**src/rtl/rvv_group_sequencer_if.sv**
```systemverilog
// rtl/rvv_group_sequencer_if.sv - op and micro-op handshake interfaces for rvv_group_sequencer
// rvv_op_if carries decoded vector ops plus the reject pulse; rvv_uop_if carries register-level micro-ops.
interface rvv_op_if #(
  parameter int RW  = 5,
  parameter int VLW = 8
);
  logic           in_valid;
  logic           in_ready;
  logic [RW-1:0]  in_vs1;
  logic [RW-1:0]  in_vs2;
  logic [RW-1:0]  in_vd;
  logic [2:0]     in_sew;
  logic [2:0]     in_lmul;
  logic [VLW-1:0] in_vl;
  logic           illegal;

  modport master (
    output in_valid, in_vs1, in_vs2, in_vd, in_sew, in_lmul, in_vl,
    input  in_ready, illegal
  );
  modport slave (
    input  in_valid, in_vs1, in_vs2, in_vd, in_sew, in_lmul, in_vl,
    output in_ready, illegal
  );
endinterface

interface rvv_uop_if #(
  parameter int RW   = 5,
  parameter int VLW  = 8,
  parameter int VLEN = 64
);
  logic              uop_valid;
  logic              uop_ready;
  logic [RW-1:0]     uop_raA;
  logic [RW-1:0]     uop_raB;
  logic [RW-1:0]     uop_wa;
  logic [2:0]        uop_idx;
  logic              uop_last;
  logic [VLW-1:0]    uop_elems;
  logic [VLEN/8-1:0] uop_byte_en;

  modport master (
    output uop_valid, uop_raA, uop_raB, uop_wa, uop_idx, uop_last, uop_elems, uop_byte_en,
    input  uop_ready
  );
  modport slave (
    input  uop_valid, uop_raA, uop_raB, uop_wa, uop_idx, uop_last, uop_elems, uop_byte_en,
    output uop_ready
  );
endinterface

```
**src/rtl/rvv_group_sequencer.sv**
```systemverilog
// rtl/rvv_group_sequencer.sv - expands one vector op into LMUL register-level micro-ops with tail masks
// Optional macro RVV_SKIP_TAIL_UOPS_EN: suppress micro-ops whose element count is zero.
module rvv_group_sequencer #(
  parameter int VLEN = 64,
  parameter int NREG = 32,
  parameter int VLW  = 8,
  parameter int RW   = $clog2(NREG)
) (
  input  logic   clk,
  input  logic   rst,
  rvv_op_if.slave  op,
  rvv_uop_if.master uop
);
  localparam int BYTES = VLEN / 8;
  localparam logic [0:0] IDLE  = 1'b0;
  localparam logic [0:0] ISSUE = 1'b1;

  logic [0:0]     state;
  logic [RW-1:0]  vs1_q, vs2_q, vd_q;
  logic [1:0]     sew_q;
  logic [2:0]     gm1_q;
  logic [2:0]     idx_q;
  logic [VLW-1:0] rem_q;
  logic           illegal_q;

  logic           busy;
  logic [3:0]     g_in;
  logic [RW-1:0]  align_mask;
  logic           legal;
  int             epr_in;
  int             epr;
  int             bytes_c;
  logic [VLW-1:0] elems_c;
  logic           last_c;

  // Group size: integral LMUL gives 1<<lmul registers, fractional LMUL uses a single register.
  always_comb begin
    g_in       = op.in_lmul[2] ? 4'd1 : (4'd1 << op.in_lmul[1:0]);
    align_mask = RW'(g_in - 4'd1);
    epr_in     = VLEN >> (3 + int'(op.in_sew));
    legal      = !op.in_sew[2] && (op.in_lmul != 3'd4)
                 && ((op.in_vs1 & align_mask) == '0)
                 && ((op.in_vs2 & align_mask) == '0)
                 && ((op.in_vd  & align_mask) == '0)
                 && (int'(op.in_vl) <= int'(g_in) * epr_in);
  end

  // rem_q counts the elements not yet covered by earlier micro-ops of the group.
  always_comb begin
    busy    = (state == ISSUE);
    epr     = VLEN >> (3 + int'(sew_q));
    elems_c = (int'(rem_q) > epr) ? VLW'(epr) : rem_q;
    bytes_c = int'(elems_c) << sew_q;
`ifdef RVV_SKIP_TAIL_UOPS_EN
    last_c  = (idx_q == gm1_q) || (int'(rem_q) <= epr);
`else
    last_c  = (idx_q == gm1_q);
`endif
  end

  always_ff @(posedge clk) begin
    if (rst) begin
      state     <= IDLE;
      vs1_q     <= '0;
      vs2_q     <= '0;
      vd_q      <= '0;
      sew_q     <= '0;
      gm1_q     <= '0;
      idx_q     <= '0;
      rem_q     <= '0;
      illegal_q <= 1'b0;
    end else begin
      illegal_q <= 1'b0;
      case (state)
        IDLE: begin
          if (op.in_valid) begin
            if (legal) begin
              state <= ISSUE;
              vs1_q <= op.in_vs1;
              vs2_q <= op.in_vs2;
              vd_q  <= op.in_vd;
              sew_q <= op.in_sew[1:0];
              gm1_q <= 3'(g_in - 4'd1);
              idx_q <= '0;
              rem_q <= op.in_vl;
            end else begin
              illegal_q <= 1'b1;
            end
          end
        end
        default: begin
          if (uop.uop_ready) begin
            if (last_c) begin
              state <= IDLE;
            end else begin
              idx_q <= idx_q + 3'd1;
              rem_q <= rem_q - elems_c;
            end
          end
        end
      endcase
    end
  end

  always_comb begin
    op.in_ready     = !busy;
    op.illegal      = illegal_q;
    uop.uop_valid   = busy;
    uop.uop_raA     = busy ? vs1_q + RW'(idx_q) : '0;
    uop.uop_raB     = busy ? vs2_q + RW'(idx_q) : '0;
    uop.uop_wa      = busy ? vd_q  + RW'(idx_q) : '0;
    uop.uop_idx     = busy ? idx_q : '0;
    uop.uop_last    = busy && last_c;
    uop.uop_elems   = busy ? elems_c : '0;
    uop.uop_byte_en = '0;
    for (int i = 0; i < BYTES; i++) begin
      uop.uop_byte_en[i] = busy && (i < bytes_c);
    end
  end
endmodule

```
**src/flat_wrapper.sv**
```systemverilog
// flat-port wrapper written by rule: the top's interface ports become plain ports
module rvv_group_sequencer_flat 
#(
  parameter int VLEN = 64,
  parameter int NREG = 32,
  parameter int VLW  = 8,
  parameter int RW   = $clog2(NREG)
)
  (clk, rst, op_in_valid, op_in_vs1, op_in_vs2, op_in_vd, op_in_sew, op_in_lmul, op_in_vl, op_in_ready, op_illegal, uop_uop_valid, uop_uop_raA, uop_uop_raB, uop_uop_wa, uop_uop_idx, uop_uop_last, uop_uop_elems, uop_uop_byte_en, uop_uop_ready);
  rvv_op_if #(.RW(RW), .VLW(VLW)) op_i ();
  rvv_uop_if #(.RW(RW), .VLW(VLW), .VLEN(VLEN)) uop_i ();
  input  logic clk;
  input  logic rst;
  input wire logic [$bits(op_i.in_valid)-1:0] op_in_valid;
  input wire logic [$bits(op_i.in_vs1)-1:0] op_in_vs1;
  input wire logic [$bits(op_i.in_vs2)-1:0] op_in_vs2;
  input wire logic [$bits(op_i.in_vd)-1:0] op_in_vd;
  input wire logic [$bits(op_i.in_sew)-1:0] op_in_sew;
  input wire logic [$bits(op_i.in_lmul)-1:0] op_in_lmul;
  input wire logic [$bits(op_i.in_vl)-1:0] op_in_vl;
  output wire logic [$bits(op_i.in_ready)-1:0] op_in_ready;
  output wire logic [$bits(op_i.illegal)-1:0] op_illegal;
  output wire logic [$bits(uop_i.uop_valid)-1:0] uop_uop_valid;
  output wire logic [$bits(uop_i.uop_raA)-1:0] uop_uop_raA;
  output wire logic [$bits(uop_i.uop_raB)-1:0] uop_uop_raB;
  output wire logic [$bits(uop_i.uop_wa)-1:0] uop_uop_wa;
  output wire logic [$bits(uop_i.uop_idx)-1:0] uop_uop_idx;
  output wire logic [$bits(uop_i.uop_last)-1:0] uop_uop_last;
  output wire logic [$bits(uop_i.uop_elems)-1:0] uop_uop_elems;
  output wire logic [$bits(uop_i.uop_byte_en)-1:0] uop_uop_byte_en;
  input wire logic [$bits(uop_i.uop_ready)-1:0] uop_uop_ready;
  assign op_i.in_valid = op_in_valid;
  assign op_i.in_vs1 = op_in_vs1;
  assign op_i.in_vs2 = op_in_vs2;
  assign op_i.in_vd = op_in_vd;
  assign op_i.in_sew = op_in_sew;
  assign op_i.in_lmul = op_in_lmul;
  assign op_i.in_vl = op_in_vl;
  assign op_in_ready = op_i.in_ready;
  assign op_illegal = op_i.illegal;
  assign uop_uop_valid = uop_i.uop_valid;
  assign uop_uop_raA = uop_i.uop_raA;
  assign uop_uop_raB = uop_i.uop_raB;
  assign uop_uop_wa = uop_i.uop_wa;
  assign uop_uop_idx = uop_i.uop_idx;
  assign uop_uop_last = uop_i.uop_last;
  assign uop_uop_elems = uop_i.uop_elems;
  assign uop_uop_byte_en = uop_i.uop_byte_en;
  assign uop_i.uop_ready = uop_uop_ready;
  rvv_group_sequencer #(.VLEN(VLEN), .NREG(NREG), .VLW(VLW), .RW(RW)) u_core (.clk(clk), .rst(rst), .op(op_i), .uop(uop_i));
endmodule
```
**config.mk**
```make
export PLATFORM = sky130hd
export DESIGN_NAME = rvv_group_sequencer_flat
export DESIGN_NICKNAME = d
export VERILOG_FILES = /design/src/rtl/rvv_group_sequencer_if.sv /design/src/rtl/rvv_group_sequencer.sv /design/src/flat_wrapper.sv
export SDC_FILE = /design/constraint.sdc
export NUM_CORES = 1
export LEC_CHECK = 0
export CAP_MARGIN = 20
export CORE_MARGIN = 2
export CORE_UTILIZATION = 40
export DETAILED_ROUTE_END_ITERATION = 7
export PLACE_DENSITY = 0.68
export SETUP_SLACK_MARGIN = 0.2
export SLEW_MARGIN = 10
export SYNTH_ARGS = -nofsm -noshare
export SYNTH_HDL_FRONTEND = slang
export SYNTH_SLANG_ARGS = --single-unit
```
**constraint.sdc**
```tcl
create_clock -name clk -period 11.26 [get_ports clk]
set_input_delay 2.252 -clock clk [delete_from_list [all_inputs] [get_ports clk]]
set_output_delay 2.252 -clock clk [all_outputs]
set_load 0.1 [all_outputs]
```
==> results by group <==
Run status
  • Status: completed

STA
  • Worst Skew: 0.00511 ns
  • Slew @ Worst Pin: 0.997 ns
  • Slew margin rel.: 0.333
  • Final worst slack: 3.83 ns
  • Endpoints failing setup: 0
  • Final hold vios: 0
  • Fmax: 135 MHz
  • Final Critical Period: 7.43 ns
  • RSZ-0062 raised after global routing: false
  • Final setup TNS: 0 ns
  • Final slew viol count: 0
  • Period utilization: 0.660

Global routing
  • GRT overflow: 0
  • Global-route wire length before repair: 12900 um
  • Vias in the first global route: 2760
  • Largest net degree at the start of global routing: 34
  • Gr usage total: 0.182
  • Initial antenna violation count: 0

Power and ir drop
  • Peak VDD IR: 0.0532 mV
  • Static leakage: 1.66 nW
  • PD cells: 72.8 nW/um^2

Worst hold path
  • Hold crit path type: flop to flop
  • Hold Startpoint: u_core.vd_q[0]
  • Hold Path End: u_core.vd_q[0]
  • Hold Crit Depth: 2

Final layout
  • Layout overhead on the synthesized area: 24.4%
  • Most frequent cells in the layout: clkdlybuf4s50_1 (66), nor2_1 (57), ha_1 (45), nand2_1 (43), a21oi_1 (35)
  • Final Util: 0.518
  • Share of post-route cells with drive strength above 1: 0.0533
  • Nets: 554
  • ANT cells: 0
  • Most common cell after layout, fill and taps aside: clkdlybuf4s50_1

Worst setup path
  • Slowest cell on the critical path: fa_1
  • R2r setup slk: 7.29 ns
  • Type of the worst setup path: input pin to flop
  • Most used cell, CP: ha_1
  • Worst Reg2Reg Path Length in Cells: 17
  • CP max stage delay: 0.52 ns
  • Worst path arrival time: 7.62 ns
  • Setup crit start kind: input pin
  • Worst r2r src: u_core.sew_q[0]
  • Crit-path cells: clkdlybuf4s50_1 -> or2b_1 -> or3b_2 -> nor2_1 -> ha_1 -> ha_1 -> inv_1 -> fa_1 -> inv_1 -> ha_1 -> a21o_1 -> a21oi_1 -> o21bai_1 -> a21oi_1 -> xor2_1 -> ha_1 -> a21oi_1 -> o21ai_0 -> o211ai_1 -> nor2b_1 -> mux2i_1 -> a211oi_1
  • WP data required: 11.45 ns
  • CP Capture Type: flop
  • Worst R2R End: u_core.rem_q[7]
  • Worst-path maximum fanout: 8

Detailed routing
  • Initial drt markers: 259
  • Total wire length: 8060 um
  • Vias: 3014
  • Via density: 5.28
  • DRT Pass-1 Iters: 4
  • Post-DRT Antenna Nets: 0
  • DR WL/cell: 14.1 um
  • DR DRC count: 0

Run
  • Max Cap Viol: 0

Die
  • Rows: 32
  • Starting Density: 0.417
  • Core ar.: 7810 um^2
  • Ports: 71
  • Die area: 8870 um^2
  • Die height: 94.2 um
  • Chip width: 94.2 um

Placed design
  • GPL Wtd Cong: 0.902
  • PortBufs: 66
  • DP Wirelength: 6340 um
  • Post-placement setup slack: 3.52 ns

Synthesis
  • Ys async rst share: 0
  • Ys flop type: dfxtp_1
  • Syn Area/Cell: 7.82 um^2
  • Sequential area share after synthesis: 0.203
  • #FFs+latches synth: 33
  • Post-synth EDFFs: 0
  • Synth warnings: 0
  • Mapped cell area: 3250 um^2
  • Yosys cell types: 56
  • Mapped Cells: 416

CTS
  • Root buffer cell: clkbuf_8
  • Post-CTS setup buffer count: 0
  • CTS max path bufs: 2
  • Post_cts resized: 0
  • H-tree depth: 2
  • CTS tree: built
  • Clk_lat worst skew: 0.28 ns
  • Num Clock Sinks: 33
  • Hold_buf cts: 0
  • Cts bufs inserted: 5
  • Worst-path clk slew: 0.07 ns
-- sequential cells by signal (all words and copies together) (netlist names) --
signal	flops
u_core.op.illegal	1
u_core.sew_q	2
u_core.idx_q	3
u_core.vd_q	5
u_core.vs2_q	5
u_core.gm1_q	3
u_core.uop.uop_valid	1
u_core.vs1_q	5
u_core.rem_q	8
-- cell families after synthesis --
kind of cell    count (synthesis)  share of synthesized area
compound gates                 85                      0.168
xor+xnor                       20                     0.0562
fa+ha+maj                      53                      0.222
buf+inv                        45                     0.0638
flops                          33                      0.203
mux                            13                     0.0412
other cells                     1                    0.00115
simple gates                  166                      0.244
-- layer usage --
layer	share of wire	GRT usage
met1	0.46	0.246
met2	0.49	0.317
met3	0.038	0.0144
met4	0.0079	0.0399
met5	0	0
-- layout make-up --
cell class | count | area (um^2)
clock buffer | 7 | 86.3
clock inverter | 1 | 30.0
fill | 781 | 3760
inverter | 19 | 71.3
multi-input combinational | 341 | 2400
sequential | 33 | 661
tap | 102 | 128
timing repair buffer | 68 | 676
-- critical path: cells and delay by family --
kind            cells  cell delay (ns)
compound gates      8             1.46
fa+ha+maj           5             1.60
simple gates        4             1.39
xor+xnor            1             0.17
buf+inv             3             0.59
mux                 1             0.15
-- how the worst max path moves through the flow --
stage,from,endpoint,cells past startpoint
after floorplan,u_core.uop.uop_valid,uop_uop_last,3
after global placement,op_in_lmul[1],u_core.rem_q[6],22
after detailed placement,op_in_lmul[1],u_core.rem_q[6],22
after CTS,op_in_lmul[1],u_core.rem_q[6],22
after global routing,op_in_lmul[1],u_core.rem_q[6],22
final,op_in_lmul[2],u_core.rem_q[6],22
-- synthesized netlist by cell type (5+ instances only) --
| library cell | number | area (um^2) |
|---|---|---|
| a211oi_1 | 9 | 67.6 |
| a21o_1 | 5 | 37.5 |
| a21oi_1 | 35 | 175 |
| and2_1 | 15 | 93.8 |
| clkbuf_1 | 15 | 56.3 |
| dfxtp_1 | 33 | 661 |
| fa_1 | 8 | 160 |
| ha_1 | 45 | 563 |
| inv_1 | 18 | 67.6 |
| mux2i_1 | 10 | 100 |
| nand2_1 | 43 | 161 |
| nor2_1 | 57 | 214 |
| nor2b_1 | 10 | 62.6 |
| nor3_1 | 12 | 60.1 |
| o21a_1 | 6 | 45.0 |
| o21ai_0 | 11 | 55.1 |
| xnor2_1 | 8 | 70.1 |
| xor2_1 | 11 | 96.3 |
-- per-stage QoR --
| stage | hold slack, ns | std cells | power [mW] | cell area [um^2] |
|---|---|---|---|---|
| 2_1_floorplan | 0.440 | 419 | 0.161 | 3260 |
| 3_3_place_gp | 0.448 | 563 | 0.180 | 3930 |
| 3_5_place_dp | 0.454 | 563 | 0.181 | 3930 |
| 4_1_cts | 0.465 | 571 | 0.296 | 4050 |
| 5_1_grt | 0.490 | 571 | 0.307 | 4050 |
| 6_report | 0.461 | 571 | 0.294 | 4050 |
-- power by group --
group | internal, mW | switching [mW] | total, mW | leakage, nW
Clock | 0.0722 | 0.0443 | 0.116 | 0.0585
Combinational | 0.0239 | 0.0346 | 0.0585 | 1.34
Sequential | 0.118 | 0.00144 | 0.120 | 0.266
No activity file was read; power rests on OpenSTA's default activity.
